==> src/rtl/hazard_ctrl.sv <==
`default_nettype none
// ============================================================================
// Module   : hazard_ctrl
// Purpose  : Pipeline hazard controller (load-use, redirect, D-miss, halt).
//            Optional HAZARD_PERF_EN adds stall_cnt / flush_cnt counters.
// Revision : 1.0 - initial release
// ============================================================================
module hazard_ctrl (
    input  logic        clk,
    input  logic        rst,
    input  logic        ihit,
    input  logic        dhit,
    input  logic [4:0]  ifid_rs,
    input  logic [4:0]  ifid_rt,
    input  logic        idex_mem_read,
    input  logic [4:0]  idex_rt,
    input  logic        exmem_mem_read,
    input  logic        exmem_mem_write,
    input  logic        exmem_pc_src,
    input  logic        exmem_halt,
    output logic        pc_en,
    output logic        ifid_en,
    output logic        ifid_flush,
    output logic        idex_en,
    output logic        idex_flush,
    output logic        idex_freeze,
    output logic        exmem_en,
    output logic        exmem_flush,
    output logic        memwb_en,
    output logic        halted
`ifdef HAZARD_PERF_EN
    ,
    output logic [31:0] stall_cnt,
    output logic [31:0] flush_cnt
`endif
);

    typedef enum logic [1:0] {
        ST_RUN   = 2'd0,
        ST_DWAIT = 2'd1,
        ST_HALT  = 2'd2
    } state_t;

    state_t state_q;
    state_t state_d;

    logic w_dpend;
    logic w_wait;
    logic w_advance;
    logic w_load_use;

    assign w_dpend    = (exmem_mem_read | exmem_mem_write) & ~dhit;
    // Once waiting, only dhit releases the stall; the request is still held in MEM.
    assign w_wait     = (state_q == ST_DWAIT) ? ~dhit : w_dpend;
    assign w_advance  = ihit & ~w_wait;
    assign w_load_use = idex_mem_read & (idex_rt != 5'd0) &
                        ((idex_rt == ifid_rs) | (idex_rt == ifid_rt));

    always_comb begin
        state_d     = state_q;
        pc_en       = 1'b0;
        ifid_en     = 1'b0;
        ifid_flush  = 1'b0;
        idex_en     = 1'b0;
        idex_flush  = 1'b0;
        idex_freeze = 1'b0;
        exmem_en    = 1'b0;
        exmem_flush = 1'b0;
        memwb_en    = 1'b0;
        halted      = 1'b0;

        case (state_q)
            ST_RUN, ST_DWAIT: begin
                if (w_wait) begin
                    state_d     = ST_DWAIT;
                    idex_freeze = 1'b1;
                end else begin
                    state_d = ST_RUN;
                    if (w_advance) begin
                        if (exmem_halt) begin
                            state_d  = ST_HALT;
                            memwb_en = 1'b1;
                        end else if (exmem_pc_src) begin
                            pc_en       = 1'b1;
                            ifid_en     = 1'b1;
                            idex_en     = 1'b1;
                            exmem_en    = 1'b1;
                            memwb_en    = 1'b1;
                            ifid_flush  = 1'b1;
                            idex_flush  = 1'b1;
                            exmem_flush = 1'b1;
                        end else if (w_load_use) begin
                            idex_en    = 1'b1;
                            idex_flush = 1'b1;
                            exmem_en   = 1'b1;
                            memwb_en   = 1'b1;
                        end else begin
                            pc_en    = 1'b1;
                            ifid_en  = 1'b1;
                            idex_en  = 1'b1;
                            exmem_en = 1'b1;
                            memwb_en = 1'b1;
                        end
                    end
                end
            end
            ST_HALT: begin
                halted = 1'b1;
            end
            default: begin
                state_d = ST_RUN;
            end
        endcase

        // Reset overrides everything combinationally so outputs drop immediately.
        if (rst) begin
            state_d     = ST_RUN;
            pc_en       = 1'b0;
            ifid_en     = 1'b0;
            ifid_flush  = 1'b0;
            idex_en     = 1'b0;
            idex_flush  = 1'b0;
            idex_freeze = 1'b0;
            exmem_en    = 1'b0;
            exmem_flush = 1'b0;
            memwb_en    = 1'b0;
            halted      = 1'b0;
        end
    end

    always_ff @(posedge clk or posedge rst) begin
        if (rst) begin
            state_q <= ST_RUN;
        end else begin
            state_q <= state_d;
        end
    end

`ifdef HAZARD_PERF_EN
    logic [31:0] stall_cnt_q;
    logic [31:0] stall_cnt_d;
    logic [31:0] flush_cnt_q;
    logic [31:0] flush_cnt_d;

    // idex_flush is asserted exactly for redirects and load-use bubbles.
    always_comb begin
        stall_cnt_d = stall_cnt_q;
        flush_cnt_d = flush_cnt_q;
        if ((state_q != ST_HALT) && !pc_en) begin
            stall_cnt_d = stall_cnt_q + 32'd1;
        end
        if (idex_flush) begin
            flush_cnt_d = flush_cnt_q + 32'd1;
        end
    end

    always_ff @(posedge clk or posedge rst) begin
        if (rst) begin
            stall_cnt_q <= 32'd0;
            flush_cnt_q <= 32'd0;
        end else begin
            stall_cnt_q <= stall_cnt_d;
            flush_cnt_q <= flush_cnt_d;
        end
    end

    assign stall_cnt = stall_cnt_q;
    assign flush_cnt = flush_cnt_q;
`endif

endmodule
`default_nettype wire

==> config.mk <==
export PLATFORM = sky130hd
export DESIGN_NAME = hazard_ctrl
export DESIGN_NICKNAME = d
export VERILOG_FILES = /design/src/rtl/hazard_ctrl.sv
export SDC_FILE = /design/constraint.sdc
export NUM_CORES = 1
export LEC_CHECK = 0
export CORE_AREA = 2 2 39 41
export CTS_BUF_LIST = sky130_fd_sc_hd__clkbuf_16
export DETAILED_ROUTE_END_ITERATION = 6
export DIE_AREA = 0 0 41 43
export MAX_ROUTING_LAYER = met4
export PLACE_DENSITY_LB_ADDON = 0.08
export SLEW_MARGIN = 20
export SYNTH_ARGS = -nofsm -noshare
export SYNTH_HDL_FRONTEND = slang
export SYNTH_SLANG_ARGS = --single-unit
export TNS_END_PERCENT = 10
==> constraint.sdc <==
create_clock -name clk -period 2.8 [get_ports clk]
set_input_delay 0.84 -clock clk [delete_from_list [all_inputs] [get_ports clk]]
set_output_delay 0.84 -clock clk [all_outputs]
set_load 0.1 [all_outputs]
# Word-level counts from Yosys, hierarchy flattened
# Cells that the tools add are included.
[word_totals] elab_cells=57 mem_bits_ro=0 input_bits=24 ff_bits=2 ram_bits=0 out_inout_bits=10 memories=0 latch_bits=0
[classes] eq_ne=5 reduce_logical=3 bitwise=8 n_div=0 mux=40 n_mul=0 n_lt_le_gt_ge=0 n_addsub=0 shifts=0
[op_table] operator="2-to-1 mux 1 bit" count=35
[op_table] operator="== test 5 bit" count=2
[op_table] operator="2-to-1 mux 2 bit" count=4
[op_table] operator="nonzero test 5 bit" count=1
[op_table] operator="bitwise AND 1 bit" count=4
[op_table] operator="one-hot mux 2 bit (2 select lines)" count=1
[op_table] operator="== test 2 x 1 -> 1 bit, second input constant" count=1
[op_table] operator="== test 2 bit, second input constant" count=1
[op_table] operator="logical NOT 2 bit" count=1
[op_table] operator="!= test 2 bit, second input constant" count=1
[op_table] operator="NOT 1 bit" count=2
[op_table] operator="bitwise OR 1 bit" count=2
[op_table] operator="OR reduction 2 bit" count=1

# Logic depth before layout (Yosys ltp)
[logic_depth] word_depth=10 depth_mapped=6 depth_no_buf=5

# Worst setup path after synthesis
# No wires, ideal clock.
[synth_path] path_type="input to output" start="input port idex_rt[3]" end="output port idex_flush" n_path_buf=0 setup_slack_ns=-1.582 cell_stages=4 t_required_ns=1.960 arrival_time_ns=3.542 path_cell_list="xor2_1 nor3_1 a22oi_1 o31ai_1"
[synth_via] elab_chain_len=10 elab_cells_between_ends=13 classes_between="2 x eq/ne; 7 x mux; 3 x bitwise; 1 x reduce/logical"
[synth_lines] item="start: declaration" line="16" rtl="input logic [4:0] idex_rt,"
[synth_lines] item="== test 5 bit / nonzero test 5 bit (equally long branches)" line="57, 56"
[synth_lines] item="bitwise OR 1 bit / bitwise AND 1 bit (equally long branches)" line="57, 56"
[synth_lines] item="bitwise AND 1 bit *" line="56" rtl="assign w_load_use = idex_mem_read & (idex_rt != 5'd0) &"
[synth_lines] item="2-to-1 mux 1 bit *" line="92" rtl="end else if (w_load_use) begin"
[synth_lines] item="2-to-1 mux 1 bit *" line="83" rtl="end else if (exmem_pc_src) begin"
[synth_lines] item="2-to-1 mux 1 bit *" line="80" rtl="if (exmem_halt) begin"
[synth_lines] item="2-to-1 mux 1 bit *" line="79" rtl="if (w_advance) begin"
[synth_lines] item="2-to-1 mux 1 bit *" line="74" rtl="if (w_wait) begin"
[synth_lines] item="2-to-1 mux 1 bit *" line="72" rtl="case (state_q)"
[synth_lines] item="2-to-1 mux 1 bit *" line="116" rtl="if (rst) begin"
[synth_lines] item="end: declaration" line="25" rtl="output logic idex_flush,"
# Mark *: on every way between the ends. The rest lies on a longest branch, timed or not.

# Worst setup path after layout
[layout_path] start="input port idex_rt[2]" end="output port idex_flush"
# Same word-level chain as after synthesis.

==> flow_summary.yaml <==
route:
  drtAntennaViolNets: 0
  route.detailed.drc: 0
  finalWirelength_microns: 912
  drtPass1Iterations: 2
  initialDrtViolationCount: 3
  vias: 417
  wl_per_cell_microns: 9.60
  post_drt_via_cell_ratio: 4.39
setup_path:
  crit_buf_inv: 3
  r2r_cells: 6
  rr_endpoint: "state_q[1]"
  cp.required_ns: 1.96
  crit_path_top_delay_cell: "or4_4"
  slowest_delay_ns: 0.54
  cp.arrival_ns: 2.02
  critPathTopFamily: "simple AND/OR/NAND/NOR gates"
  worstPathCellList: "buf_8, or4_4, o21ai_4, buf_6, o31ai_4, buf_12"
  startpoint_type: "input pin"
  worstReg2RegStart: "state_q[1]"
  critical_path_class: "in2out"
  crit_fanout: 3
  critPathCaptureType: "output pin"
  r2r_slack_ns: 1.27
timing:
  period_needed_ns: 2.86
  period_share: 1.02
  finalHoldViolations: 0
  holdWs_ns: 0.557
  setup_ws_ns: -0.0568
  fin_skew_ns: 0.000227
  slew_headroom: 0.816
  setup_viol: 3
  tns_ns: -0.149
  max_freq_ghz: 0.350
  rsz0062_at_grt: "true"
  tightest_slew_ns: 0.275
  slew_violations: 0
cts:
  clock_sinks: 2
  numCtsBuffers: 3
  cts_tree: "yes"
  cts_hold_buf: 0
  clkTransAtPathRegs_ns: 0.03
  cts-htree-levels: 1
  clockBufferDepth: 2
  cts_root_buf: "clkbuf_16"
  worstSkewPairLatency_ns: 0.22
worst_hold_path:
  hold_depth: 1
  hold_class: "reg2reg"
  min_from: "state_q[1]"
  whs_endpoint: "state_q[0]"
power_and_ir_drop:
  leakage_nw: 0.408
  power_density_nw_per_um2: 417
  p_total_mw: 0.378
  vdd.ir_drop.worst_mv: 0.344
synth:
  syn_area_per_cell_sq_um: 7.73
  synth_cell_types: 17
  synth_area_sq_um: 302
  yosys_register_bits: 2
  yosys_warnings: 0
  synthArstFlopShare: 1.00
  ys.flop_type: "dfrtp_1"
  syn_inst: 39
  seq_area_frac_synth: 0.166
  synth_edf_count: 0
  syn_nets: 63
global_routing:
  grt-ovfl-total: 0
  grt_pass1_vias: 426
  grt_use_total: 0.143
  grt_max_degree: 6
  antenna_found_initial: 0
  grt_pass1_wl_microns: 1640
placement:
  dp_cells: 92
  gp_congestion: 0.630
  port_buffers: 33
  hpwlAfterDp_microns: 819
die:
  io_pins: 34
  start_util: 0.218
  core_area_sq_um: 1380
  core.rowCount: 14
  dieArea_sq_um: 1760
  fp.dieW_microns: 41
  die_y_microns: 43
layout:
  area_growth_pct: 201
  ff_latch_area_sq_um: 50.0
  top_regs: "state_q x2"
  mostFrequentLayoutCells: "xor2_1 (10), buf_12 (10)"
  antennaDiodeCount: 0
  top_register: "state_q"
  multiInputGateArea_sq_um: 290
  final_cells: 95
  largest_reg_flops: 2
  nFillCells: 120
  final_nets: 105
  layout-drive-gt1-share: 0.544
outcome:
  status: "finished, violations left"
  violations: "negative setup slack"
job:
  drv_cap: 0
-- worst reg2reg max path, delay by kind of cell, from the launching register on --
kind | cells | cell delay, ns
flops | 1 | 0.42
buf+inv | 2 | 0.29
compound gates | 2 | 0.37
simple gates | 2 | 0.34
-- metal layers --
| metal | vias up | GRT usage | routed length [microns] |
|---|---|---|---|
| met5 | - | - | 0 |
| met4 | 0 | 0.100 | 17 |
| met3 | 2 | 0.0366 | 108 |
| met2 | 30 | 0.200 | 487 |
| met1 | 172 | 0.170 | 300 |
| li1 | 213 | - | - |
-- cell families (layout without fill, tap and decap cells) --
family                    after synthesis  in the layout  synth area share
xor gates and xnor gates               10             10             0.290
AOI/OAI and AO/OA                       6              6             0.162
DFF                                     2              2             0.166
buffers and inverters                   7             47             0.124
and+or+nand+nor                        14             14             0.257
-- cells in the mapped netlist (2+ instances only) --
| cell type | n | area [sq um] |
|---|---|---|
| a21o_1 | 2 | 15.0 |
| buf_4 | 3 | 22.5 |
| dfrtp_1 | 2 | 50.1 |
| inv_1 | 4 | 15.0 |
| nor2_1 | 3 | 11.3 |
| nor3_1 | 4 | 20.0 |
| nor3b_1 | 2 | 15.0 |
| xor2_1 | 10 | 87.6 |
-- metrics by stage --
| step | utilization | setup WS (ns) | cell area, sq um |
|---|---|---|---|
| after floorplan | - | -0.322 | 370 |
| after global placement | 0.606 | -0.467 | 838 |
| after detailed placement | 0.606 | -0.468 | 838 |
| after CTS | 0.669 | -0.0958 | 926 |
| after global routing | 0.656 | -0.0947 | 907 |
| final | 0.656 | -0.0568 | 907 |
-- power by group --
part	leakage, nW	switching [mW]	internal (mW)
registers	0.0267	0.00217	0.0309
clock network	0.0370	0.0313	0.182
logic	0.345	0.0714	0.0611
total	0.408	0.105	0.274
-- layout make-up --
type / count / share of cell area
Sequential cell: 2 / 0.0552
Tap cell: 16 / 0.0221
Timing Repair Buffer: 40 / 0.495
Clock buffer: 3 / 0.0828
Multi-Input combinational cell: 30 / 0.320
Inverter: 4 / 0.0248
-- worst max path at each step --
stage	cells after the start	end	slack [ns]	from
final	6	idex_flush	-0.06	idex_rt[2]
after global routing	6	idex_flush	-0.09	idex_rt[2]
after global placement	6	idex_flush	-0.47	idex_rt[1]
after detailed placement	6	pc_en	-0.47	idex_rt[3]
after CTS	6	idex_flush	-0.1	idex_rt[4]
after floorplan	6	pc_en	-0.32	exmem_mem_write
-- what timing repair did --
action | CTS | global route
pin swaps | 13 | 11
setup endpoints to repair | 9 | 7
gates resized for setup | 51 | 13
buffers inserted | 0 | 0
Note: power is estimated with default switching activity, not from simulation.
